==> src/rtl/decode_pkg.sv <==
// Shared MIPS decode constants, control encodings and the decoded control word.
// Used by the pipelined decode stage as well as the legacy single-cycle decoder.
package decode_pkg;

    localparam logic [5:0] OpRtype = 6'h00;
    localparam logic [5:0] OpJ     = 6'h02;
    localparam logic [5:0] OpJal   = 6'h03;
    localparam logic [5:0] OpBeq   = 6'h04;
    localparam logic [5:0] OpBne   = 6'h05;
    localparam logic [5:0] OpAddi  = 6'h08;
    localparam logic [5:0] OpXori  = 6'h0E;
    localparam logic [5:0] OpLw    = 6'h23;
    localparam logic [5:0] OpSw    = 6'h2B;

    localparam logic [5:0] FnJr  = 6'h08;
    localparam logic [5:0] FnAdd = 6'h20;
    localparam logic [5:0] FnSub = 6'h22;
    localparam logic [5:0] FnSlt = 6'h2A;

    typedef enum logic [2:0] {
        AluAdd  = 3'd0,
        AluSub  = 3'd1,
        AluXor  = 3'd2,
        AluSlt  = 3'd3,
        AluAnd  = 3'd4,
        AluNand = 3'd5,
        AluNor  = 3'd6,
        AluOr   = 3'd7
    } aluOpT;

    typedef enum logic [1:0] {
        DwAlu = 2'd0,
        DwPc4 = 2'd1,
        DwMem = 2'd2
    } dwSelT;

    typedef enum logic [1:0] {
        JReg    = 2'd0,
        JTarget = 2'd1,
        JPc4    = 2'd2
    } jSelT;

    typedef enum logic [1:0] {
        PcNone = 2'd0,
        PcBeq  = 2'd1,
        PcBne  = 2'd2
    } pcSelT;

    typedef struct packed {
        logic        immSel;
        logic        memWrEn;
        logic        regWrEn;
        dwSelT       dwSel;
        jSelT        jSel;
        pcSelT       pcSel;
        logic [4:0]  aa;
        logic [4:0]  ab;
        logic [4:0]  aw;
        aluOpT       aluOp;
        logic [15:0] imm;
        logic [25:0] jumpAddr;
        logic        illegal;
    } ctrlT;

    // Control word that changes no architectural state and falls through to PC+4.
    function automatic ctrlT nopCtrl();
        ctrlT c;
        c      = '0;
        c.jSel = JPc4;
        return c;
    endfunction

    // Instructions whose rt field is a source operand rather than a destination.
    function automatic logic readsRt(input logic [5:0] op);
        return (op == OpRtype) || (op == OpSw) || (op == OpBeq) || (op == OpBne);
    endfunction

endpackage

==> src/rtl/decode_logic.sv <==
// Purely combinational MIPS instruction to control-word mapping.
// Unsupported opcodes/functs produce a NOP control word with the illegal flag set.
module decode_logic
    import decode_pkg::*;
#(
    parameter logic [4:0] JAL_REG = 5'd31
) (
    input  logic [31:0] instr,
    output ctrlT        ctrl
);

    logic [5:0] op;
    logic [5:0] funct;
    logic [4:0] rs;
    logic [4:0] rt;
    logic [4:0] rd;
    logic       unusedShamt;

    assign op          = instr[31:26];
    assign rs          = instr[25:21];
    assign rt          = instr[20:16];
    assign rd          = instr[15:11];
    assign funct       = instr[5:0];
    assign unusedShamt = ^instr[10:6];

    always_comb begin
        ctrl          = nopCtrl();
        ctrl.aa       = rs;
        ctrl.ab       = rt;
        ctrl.aw       = rt;
        ctrl.imm      = instr[15:0];
        ctrl.jumpAddr = instr[25:0];

        case (op)
            OpRtype: begin
                case (funct)
                    FnAdd: begin
                        ctrl.regWrEn = 1'b1;
                        ctrl.aw      = rd;
                        ctrl.aluOp   = AluAdd;
                    end
                    FnSub: begin
                        ctrl.regWrEn = 1'b1;
                        ctrl.aw      = rd;
                        ctrl.aluOp   = AluSub;
                    end
                    FnSlt: begin
                        ctrl.regWrEn = 1'b1;
                        ctrl.aw      = rd;
                        ctrl.aluOp   = AluSlt;
                    end
                    FnJr: begin
                        ctrl.jSel = JReg;
                    end
                    default: ctrl.illegal = 1'b1;
                endcase
            end
            OpLw: begin
                ctrl.immSel  = 1'b1;
                ctrl.aluOp   = AluAdd;
                ctrl.dwSel   = DwMem;
                ctrl.regWrEn = 1'b1;
            end
            OpSw: begin
                ctrl.immSel  = 1'b1;
                ctrl.aluOp   = AluAdd;
                ctrl.memWrEn = 1'b1;
            end
            OpJ: begin
                ctrl.jSel = JTarget;
            end
            OpJal: begin
                ctrl.jSel    = JTarget;
                ctrl.regWrEn = 1'b1;
                ctrl.dwSel   = DwPc4;
                ctrl.aw      = JAL_REG;
            end
            OpBeq: begin
                ctrl.aluOp = AluSub;
                ctrl.pcSel = PcBeq;
            end
            OpBne: begin
                ctrl.aluOp = AluSub;
                ctrl.pcSel = PcBne;
            end
            OpXori: begin
                ctrl.immSel  = 1'b1;
                ctrl.aluOp   = AluXor;
                ctrl.regWrEn = 1'b1;
            end
            OpAddi: begin
                ctrl.immSel  = 1'b1;
                ctrl.aluOp   = AluAdd;
                ctrl.regWrEn = 1'b1;
            end
            default: ctrl.illegal = 1'b1;
        endcase
    end

endmodule

==> src/rtl/decode_stage.sv <==
// Pipelined decode stage: valid/ready intake, one registered control word for execute,
// load-use bubble insertion, flush, and a saturating stall counter.
module decode_stage
    import decode_pkg::*;
#(
    parameter int unsigned CNT_W     = 16,
    parameter bit          HAZARD_EN = 1'b1,
    parameter logic [4:0]  JAL_REG   = 5'd31
) (
    input  logic             clk,
    input  logic             rst_n,
    input  logic             in_valid,
    output logic             in_ready,
    input  logic [31:0]      in_instr,
    input  logic             flush,
    output logic             out_valid,
    input  logic             out_ready,
    output logic             immSel,
    output logic             memWrEn,
    output logic             regWrEn,
    output logic [1:0]       DwSel,
    output logic [1:0]       jSel,
    output logic [1:0]       pcSel,
    output logic [4:0]       Aa,
    output logic [4:0]       Ab,
    output logic [4:0]       Aw,
    output logic [2:0]       aluOp,
    output logic [15:0]      imm,
    output logic [25:0]      jumpAddr,
    output logic             illegal,
    output logic [CNT_W-1:0] stall_cnt
);

    typedef enum logic [0:0] {
        StRun,
        StBubble
    } stateT;

    localparam logic [CNT_W-1:0] CntOne = {{(CNT_W-1){1'b0}}, 1'b1};

    ctrlT             decoded;
    ctrlT             ctrlQ;
    logic             validQ;
    stateT            stQ;
    logic [CNT_W-1:0] stallQ;
    logic [5:0]       opIn;
    logic [4:0]       rsIn;
    logic [4:0]       rtIn;
    logic             heldLoad;
    logic             hazard;
    logic             accept;

    decode_logic #(
        .JAL_REG(JAL_REG)
    ) uDecodeLogic (
        .instr(in_instr),
        .ctrl (decoded)
    );

    assign opIn = in_instr[31:26];
    assign rsIn = in_instr[25:21];
    assign rtIn = in_instr[20:16];

    // Only LW selects memory write-back, so dwSel identifies a held load.
    assign heldLoad = validQ && (ctrlQ.dwSel == DwMem) && (ctrlQ.aw != 5'd0);

    // The bubble cycle has already separated the load, so no re-check there.
    assign hazard = HAZARD_EN && (stQ == StRun) && in_valid && heldLoad &&
                    ((ctrlQ.aw == rsIn) || ((ctrlQ.aw == rtIn) && readsRt(opIn)));

    assign in_ready = !flush && !hazard && (!validQ || out_ready);
    assign accept   = in_valid && in_ready;

    always_ff @(posedge clk) begin
        if (!rst_n) begin
            validQ <= 1'b0;
            ctrlQ  <= nopCtrl();
            stQ    <= StRun;
            stallQ <= '0;
        end else if (flush) begin
            validQ <= 1'b0;
            stQ    <= StRun;
        end else begin
            case (stQ)
                StRun: begin
                    if (hazard && out_ready) begin
                        validQ <= 1'b0;
                        stQ    <= StBubble;
                        if (stallQ != '1) begin
                            stallQ <= stallQ + CntOne;
                        end
                    end else if (accept) begin
                        validQ <= 1'b1;
                        ctrlQ  <= decoded;
                    end else if (out_ready) begin
                        validQ <= 1'b0;
                    end
                end
                StBubble: begin
                    stQ <= StRun;
                    if (accept) begin
                        validQ <= 1'b1;
                        ctrlQ  <= decoded;
                    end
                end
                default: stQ <= StRun;
            endcase
        end
    end

    assign out_valid = validQ;
    assign immSel    = ctrlQ.immSel;
    assign memWrEn   = ctrlQ.memWrEn;
    assign regWrEn   = ctrlQ.regWrEn;
    assign DwSel     = ctrlQ.dwSel;
    assign jSel      = ctrlQ.jSel;
    assign pcSel     = ctrlQ.pcSel;
    assign Aa        = ctrlQ.aa;
    assign Ab        = ctrlQ.ab;
    assign Aw        = ctrlQ.aw;
    assign aluOp     = ctrlQ.aluOp;
    assign imm       = ctrlQ.imm;
    assign jumpAddr  = ctrlQ.jumpAddr;
    assign illegal   = ctrlQ.illegal;
    assign stall_cnt = stallQ;

endmodule

==> config.mk <==
export PLATFORM = sky130hd
export DESIGN_NAME = decode_stage
export DESIGN_NICKNAME = d
export VERILOG_FILES = /design/src/rtl/decode_pkg.sv /design/src/rtl/decode_logic.sv /design/src/rtl/decode_stage.sv
export SDC_FILE = /design/constraint.sdc
export NUM_CORES = 1
export LEC_CHECK = 0
export CAP_MARGIN = 20
export CORE_ASPECT_RATIO = 1.75
export CORE_MARGIN = 3
export CORE_UTILIZATION = 47
export DETAILED_ROUTE_END_ITERATION = 10
export PLACE_DENSITY_LB_ADDON = 0.2
export SYNTH_ARGS = -nofsm -noshare
export SYNTH_HDL_FRONTEND = slang
export SYNTH_SLANG_ARGS = --single-unit
export TNS_END_PERCENT = 20
==> constraint.sdc <==
create_clock -name clk -period 3.4 [get_ports clk]
set_clock_uncertainty 0.2 [all_clocks]
set_input_delay 0.34 -clock clk [delete_from_list [all_inputs] [get_ports clk]]
set_output_delay 0.34 -clock clk [all_outputs]
set_load 0.05 [all_outputs]
==> implementation parameters, run 1 <==
Parameter                              Value

Detailed routing
  Count of unresolved DRC violations after routing    0
  Wire length the detailed router placed on met1    3350 µm
  Highest layer used for signal routing    met4
  First-pass DRT Iterations    4
  DR vias    ~3000
  Vias per cell    5.43
  Count of routing violations after the opening detailed-route iteration    104
  Total met3 wirelength after detailed routing    469 µm
  Routed met2 length    4530 µm
  Routed Wire Length    around 8500 µm
  Detailed-route wire length per cell    ~15 µm
  Final antenna-violating net count    0

Synth
  Sequential cell area fraction in the yosys report    0.387
  Cell types with the largest area share after synthesis    dfxtp_1 (39%), nand3_1 (8.3%), o21ai_0 (8.1%)
  Mean instance size in the synthesized netlist    8.01 µm²
  Synth Instances    ~390
  Synth top area share    0.387
  Number of different library cells in the post-synthesis netlist    48
  Async set-or-reset flop fraction in the synthesized netlist    0
  Number of enable flip-flop cells after synthesis    0
  Number of warnings printed during yosys synthesis    0
  Synth Register Bits    a little over 60
  Synthesized net count    432
  Synthesized area    3150 µm²
  Synth area leader    dfxtp_1
  Leading register cell type out of synthesis    dfxtp_1

Placed design
  Inst Count DP    546
  GP Congestion    0.801
  HPWL after DPL    6380 µm
  Dpl cell area    4180 µm²
  # port buffers    123

STA
  Setup TNS after final layout    0 ns
  Actual transition at the worst max-transition pin    0.759 ns
  Final clock period utilization by the worst path    0.822
  Achievable clock frequency    around 0.36 GHz
  Fin Hold WS    0.268 ns
  Setup repair after global routing missed its margin    false
  Fin. max-slew vios    0
  Number of setup violations in the final report    0
  Count of endpoints failing hold in the final timing report    0
  Max transition margin    0.494
  Final critical-path required period    2.80 ns

Die
  Initial core utilization    0.495
  Chip height    about 110 µm
  Area of the core region    6370 µm²
  Horizontal extent of the die    between 60 and 70 µm
  # rows    38
  DIE AREA    7770 µm²
  Num ports    125

Final layout
  Number of cells in the finished layout apart from fillers    562
  Most frequent standard cell in the layout excluding fill and tap cells    clkdlybuf4s50_1
  Commonest cells after routing, fill and taps aside    clkdlybuf4s50_1 (121), dfxtp_1 (61), nand3_1 (52)
  Antenna Diode Count    0
  Layout Cell Area excl Fill    roughly 4400 µm²
  Fraction of final layout cells sized beyond drive strength 1    0.0705
  Number of nets in the layout    515
  Signed area change from the synthesized netlist to the final layout    38.5%

Clock tree
  Root Buffer Master    clkbuf_8
  TritonCTS clock tree    built
  Inserted Clock Buffers    9
  Insertion delay of the later-clocked pin in the worst-skew pair    0.35 ns
  Post-CTS Resized    0
  Hold buffer count at cts    0
  H-tree depth    3
  Maximum number of buffers from clock root to sink    2
  Post-CTS setup repair buffer count    0
  Post-CTS clock slew at the launch and capture registers of the worst setup and hold paths    0.07 ns
  Total clock sinks    61

Worst setup path
  Crit end category    output pin
  Worst path buffer plus inverter count    2
  Largest driver fanout on the critical path    12
  Data required time of the worst path    2.86 ns
  Cells on worst reg2reg path    7
  Sort of element at the start of the critical path    input pin
  Cell with the largest stage delay on the worst path    clkdlybuf4s50_1
  List of cells traversed by the critical path    clkdlybuf4s50_1 -> and4b_1 -> a22oi_1 -> nor3_1 -> o21ai_0 -> and2_1 -> buf_12
  Total stage count of the critical path    7
  Worst path arrival time    2.26 ns
  Cell family with the largest share of critical-path delay    buffers and inverters
  Class of the most critical setup path    in2out
  Highest cell delay on the worst timing path    approximately 0.7 ns

Job
  Maximum capacitance violations    0

Power and ir drop
  Worst supply voltage drop on vdd    0.264 mV
  Power per cell area    394 nW/µm²
  Total power    0.00172 W
  Leakage power    ~1.5 nW

Global route
  Number of global-route vias before repair    2939
  Pin count of the biggest net entering global routing    82
  Global-route wire length before repair    roughly 14000 µm
  GRT Total Usage    0.229
  Antenna violations before repair    0
  Total congestion overflow after global routing    0

Hold path
  Path category of the worst min-delay check    reg2reg
  Worst Hold Depth    2

Outcome
  Status    finished, final reports clean
## report_power, final
group	leakage (nW)	total (W)	switching [W]	internal (W)
clock network	0.0994	0.000607	0.000284	0.000323
registers	0.496	0.000755	0.0000191	0.000736
logic	0.886	0.000362	0.000229	0.000133
## Yosys cell counts, drive strengths merged (2+ instances only)
master	instances
a211oi	3
a21oi	16
and2	3
and3	4
buf	44
clkbuf	12
dfxtp	61
inv	4
mux2	5
nand2	41
nand2b	7
nand3	52
nand3b	2
nand4	4
nor2	7
nor3	9
nor3b	2
nor4	3
nor4b	2
o21a	8
o21ai	55
o31ai	6
or3	15
or4	3
xnor2	10
xor2	3
## tightest hold or removal path: stages, from the launching register on
cell and delay [ns]:
dfxtp_1 0.31, nand3_1 0.06, o21ai_1 0.05
## cell families after synthesis
group           share of synthesized area
flops                               0.387
compound gates                      0.171
mux                                0.0210
fa+ha+maj                         0.00397
other cells                       0.00119
buf+inv                             0.116
xor+xnor                           0.0361
simple gates                        0.264
## path summary, 6_finish.rpt
kind | from | end | slack (ns)
setup / recovery | in_instr[29] | in_ready | 0.60
hold / removal | pcSel[1] | pcSel[1] | 0.27
setup reg to reg | Aw[2] | aluOp[1] | 0.75
hold reg to reg | pcSel[1] | pcSel[1] | 0.27
## flip-flops by register name, indices dropped and copies added (netlist names), 2 cells and up
| signal | cells |
|---|---|
| Aw | 5 |
| DwSel | 2 |
| aluOp | 2 |
| jSel | 2 |
| jumpAddr | 25 |
| pcSel | 2 |
| stall_cnt | 16 |
## through the flow
stage	setup slack, ns	utilization
2_1_floorplan	0.744	-
3_3_place_gp	0.359	0.656
3_5_place_dp	0.282	0.656
4_1_cts	0.644	0.686
5_1_grt	0.400	0.686
6_report	0.605	0.686
## per-layer routing
metal / global-route usage / vias to the layer above
met3: 0.0393 / 13
met4: 0.114 / 0
met1: 0.257 / 1411
li1: - / 1532
met5: 0 / -
met2: 0.399 / 95
## area by class of cell
cell class / count / area (µm²)
sequential: 61 / 1220
inverter: 5 / 18.8
timing repair buffer: 128 / 1270
clock buffer: 13 / 169
fill: 566 / 2000
multi-input combinational: 272 / 1570
tap: 80 / 100
clock inverter: 3 / 18.8
Power figures use the tool's default switching activity.
==> inputs of run 2 (changes only) <==
CORE_UTILIZATION = 44   (was 47)
clock period = 2.86 ns   (was 3.4 ns; I/O delays follow)
==> run 2 against run 1 <==
Register-to-register slack worse by 0.40 ns. First-iteration DRC count is 17% higher. Total power is 41% higher. Worst setup slack worse by 0.32 ns. Die area is 6.3% higher. Wire length is 1.0% higher. Global-route usage is 1.9 points lower. Clock-buffer cell count is 3 lower. Sequential cell count stayed put. Final cell count is 2.5% higher. Sequential power is 19% higher. Critical path type unchanged. Largest cell class unchanged.
==> implementation parameters, run 2 (same netlist as run 1, synthesis figures left out) <==
Parameter                              Value

Outcome
  Status    finished, final reports clean

Worst setup path
  Cell with the largest stage delay on the worst path    clkdlybuf4s50_1
  Sort of element at the start of the critical path    input pin
  Slack of the worst reg-to-reg path    0.35 ns (-0.40 ns)
  Data required time of the worst path    2.37 ns (-0.49 ns)
  Cells on worst reg2reg path    7 (unchanged)
  Highest cell delay on the worst timing path    0.59 ns (-0.12 ns)
  Largest driver fanout on the critical path    3 (-9)
  Startpoint of the most critical register-to-register path    Aw[1]
  Class of the most critical setup path    in2out
  Launching instance or port of the critical path    in_instr[16]
  Crit end category    output pin
  List of cells traversed by the critical path    clkdlybuf4s50_1 -> xnor2_1 -> nand4_1 -> nor3_1 -> o21ai_0 -> and2_1 -> buf_12
  Capture instance of the worst register-to-register path    jSel[1]
  Critical path destination    in_ready
  Worst path arrival time    2.09 ns (-0.17 ns)

Detailed routing
  Final antenna-violating net count    0 (unchanged)
  Count of unresolved DRC violations after routing    0 (unchanged)
  First-pass DRT Iterations    4 (unchanged)
  DR vias    3067 (+0.52%)
  Count of routing violations after the opening detailed-route iteration    122 (+17%)
  Detailed-route wire length per cell    15.0 µm (-1.4%)
  Vias per cell    5.32 (-1.9%)
  Routed Wire Length    8630 µm (+1.0%)

STA
  Final clock period utilization by the worst path    0.900
  Worst setup slack after layout    0.287 ns (-0.318 ns)
  Achievable clock frequency    between 0.3 and 0.4 GHz
  Count of endpoints failing hold in the final timing report    0 (unchanged)
  Setup TNS after final layout    0 ns (unchanged)
  Fin. max-slew vios    0 (unchanged)
  Actual transition at the worst max-transition pin    0.583 ns (-0.176 ns)
  Max transition margin    0.610 (+0.116)
  Setup repair after global routing missed its margin    false
  Final critical-path required period    between 2 and 3 ns
  Number of setup violations in the final report    0 (unchanged)

Power and ir drop
  Net switching power of the design    0.000687 W (+29%)
  Leakage power    1.60 nW (+7.9%)
  Combinational fraction of design power    0.182 (-0.028)
  Worst supply voltage drop on vdd    0.358 mV (+36%)
  Sequential share of power    0.369 (-0.069)
  Net Sw Frac    0.282 (-0.0265)
  Power per cell area    528 nW/µm² (+34%)
  Internal power contribution    0.00175 W (+47%)
  Share of total power in the clock network    0.449 (+0.097)

Final layout
  Antenna Diode Count    0 (unchanged)
  Most frequent standard cell in the layout excluding fill and tap cells    clkdlybuf4s50_1
  Signed area change from the synthesized netlist to the final layout    46.1%
  Number of nets in the layout    525 (+1.9%)
  Commonest cells after routing, fill and taps aside    clkdlybuf4s50_1 (121), dfxtp_1 (61), nand3_1 (52)
  Layout Cell Area excl Fill    4610 µm² (+5.4%)
  Layout filler cell count    614 (+8.5%)
  Fraction of final layout cells sized beyond drive strength 1    0.0915 (+0.0209)
  Number of flip-flops under the largest register name    25 (unchanged)

Global route
  Pin count of the biggest net entering global routing    54 (-34%)
  Total congestion overflow after global routing    0 (unchanged)
  Global-route wire length before repair    14000 µm (+2.7%)
  Number of global-route vias before repair    2975 (+1.2%)
  Antenna violations before repair    0 (unchanged)
  GRT Total Usage    0.210 (-0.0192)

Clock tree
  Post-CTS setup repair buffer count    0 (unchanged)
  Total clock sinks    61 (unchanged)
  H-tree depth    3 (unchanged)
  Insertion delay of the later-clocked pin in the worst-skew pair    0.32 ns (-0.03 ns)
  TritonCTS clock tree    built
  Inserted Clock Buffers    9 (unchanged)
  Maximum number of buffers from clock root to sink    2 (unchanged)
  Post-CTS clock slew at the launch and capture registers of the worst setup and hold paths    0.06 ns (about the same)
  Post-CTS Resized    0 (unchanged)
  Hold buffer count at cts    0 (unchanged)
  Root Buffer Master    clkbuf_16

Placed design
  # port buffers    123 (unchanged)
  GP Congestion    0.891 (+11%)
  Dpl cell area    4300 µm² (+2.8%)
  HPWL after DPL    6610 µm (+3.6%)
  Place WS    0.0391 ns (-0.243 ns)

Die
  Num ports    125 (unchanged)
  Initial core utilization    0.457 (-0.0384)
  Chip height    118 µm (+3.2%)
  DIE AREA    8260 µm² (+6.3%)
  Horizontal extent of the die    70.0 µm (+3.1%)
  # rows    40 (+5.3%)
  Area of the core region    6910 µm² (+8.4%)

Job
  Maximum capacitance violations    0 (unchanged)

Hold path
  Path category of the worst min-delay check    in2reg
## run 2: cell count changes in the layout (fill, tap and decap cells not counted), sizes merged
cell	before	now
buf	7	17
bufinv	0	1
clkbuf	13	10
clkinv	4	3
clkinvlp	0	1
inv	4	6
## run 2: through the flow
| stage | cells | hold slack [ns] | utilization | total power, W |
|---|---|---|---|---|
| 2_1_floorplan | 394 | 0.226 | - | 0.00120 |
| 3_3_place_gp | 560 | 0.246 | 0.622 | 0.00135 |
| 3_5_place_dp | 560 | 0.265 | 0.622 | 0.00136 |
| 4_1_cts | 576 | 0.249 | 0.667 | 0.00246 |
| 5_1_grt | 576 | 0.295 | 0.667 | 0.00252 |
| 6_report | 576 | 0.263 | 0.667 | 0.00243 |
## run 2: cell type report
| class | count | area, µm² | share of cell area |
|---|---|---|---|
| tap | 84 | 105 | 0.0228 |
| sequential | 61 | 1220 | 0.265 |
| clock buffer | 10 | 239 | 0.0519 |
| clock inverter | 6 | 68.8 | 0.0149 |
| inverter | 5 | 18.8 | 0.00407 |
| multi-input combinational | 272 | 1570 | 0.340 |
| timing repair buffer | 138 | 1390 | 0.301 |
## run 2: per-layer routing
metal / wire (µm) / GRT usage / vias to the layer above
li1: - / - / 1558
met1: 3320 / 0.221 / 1389
met2: 4580 / 0.381 / 99
met3: 438 / 0.0436 / 21
met4: 289 / 0.109 / 0
met5: 0 / 0 / -
## run 2: power groups by stage
stage	clock (W)	combinational, W	sequential (W)
after floorplan	0	0.000206	0.000999
after global placement	0	0.000439	0.000916
after detailed placement	0	0.000442	0.000917
after CTS	0.00111	0.000444	0.000899
after global routing	0.00115	0.000467	0.000902
final	0.00109	0.000442	0.000899
## run 2: how the worst min path moves through the flow
stage | start | to | slack, ns | cells after the start
CTS | rst_n | jumpAddr[12] | 0.25 | 3
finish | rst_n | jumpAddr[17] | 0.26 | 3
floorplan | in_instr[25] | Aa[4] | 0.23 | 2
global route | rst_n | jumpAddr[11] | 0.30 | 3
detailed placement | pcSel[1] | pcSel[1] | 0.27 | 2
global placement | pcSel[1] | pcSel[1] | 0.25 | 2
## run 2: critical path: cells and delay by family
kind | cells | cell delay [ns]
AND/OR/NAND/NOR | 3 | 0.73
buffers and inverters | 2 | 0.74
XOR/XNOR | 1 | 0.16
AO/OA/AOI/OAI | 1 | 0.16
==> inputs of run 3 (changes only) <==
CAP_MARGIN = 10   (was 20)
HOLD_SLACK_MARGIN = 0.06   (was unset)
==> results of run 3 <==
Same layout as run 2: the final DEF is identical, and so are final timing and power.
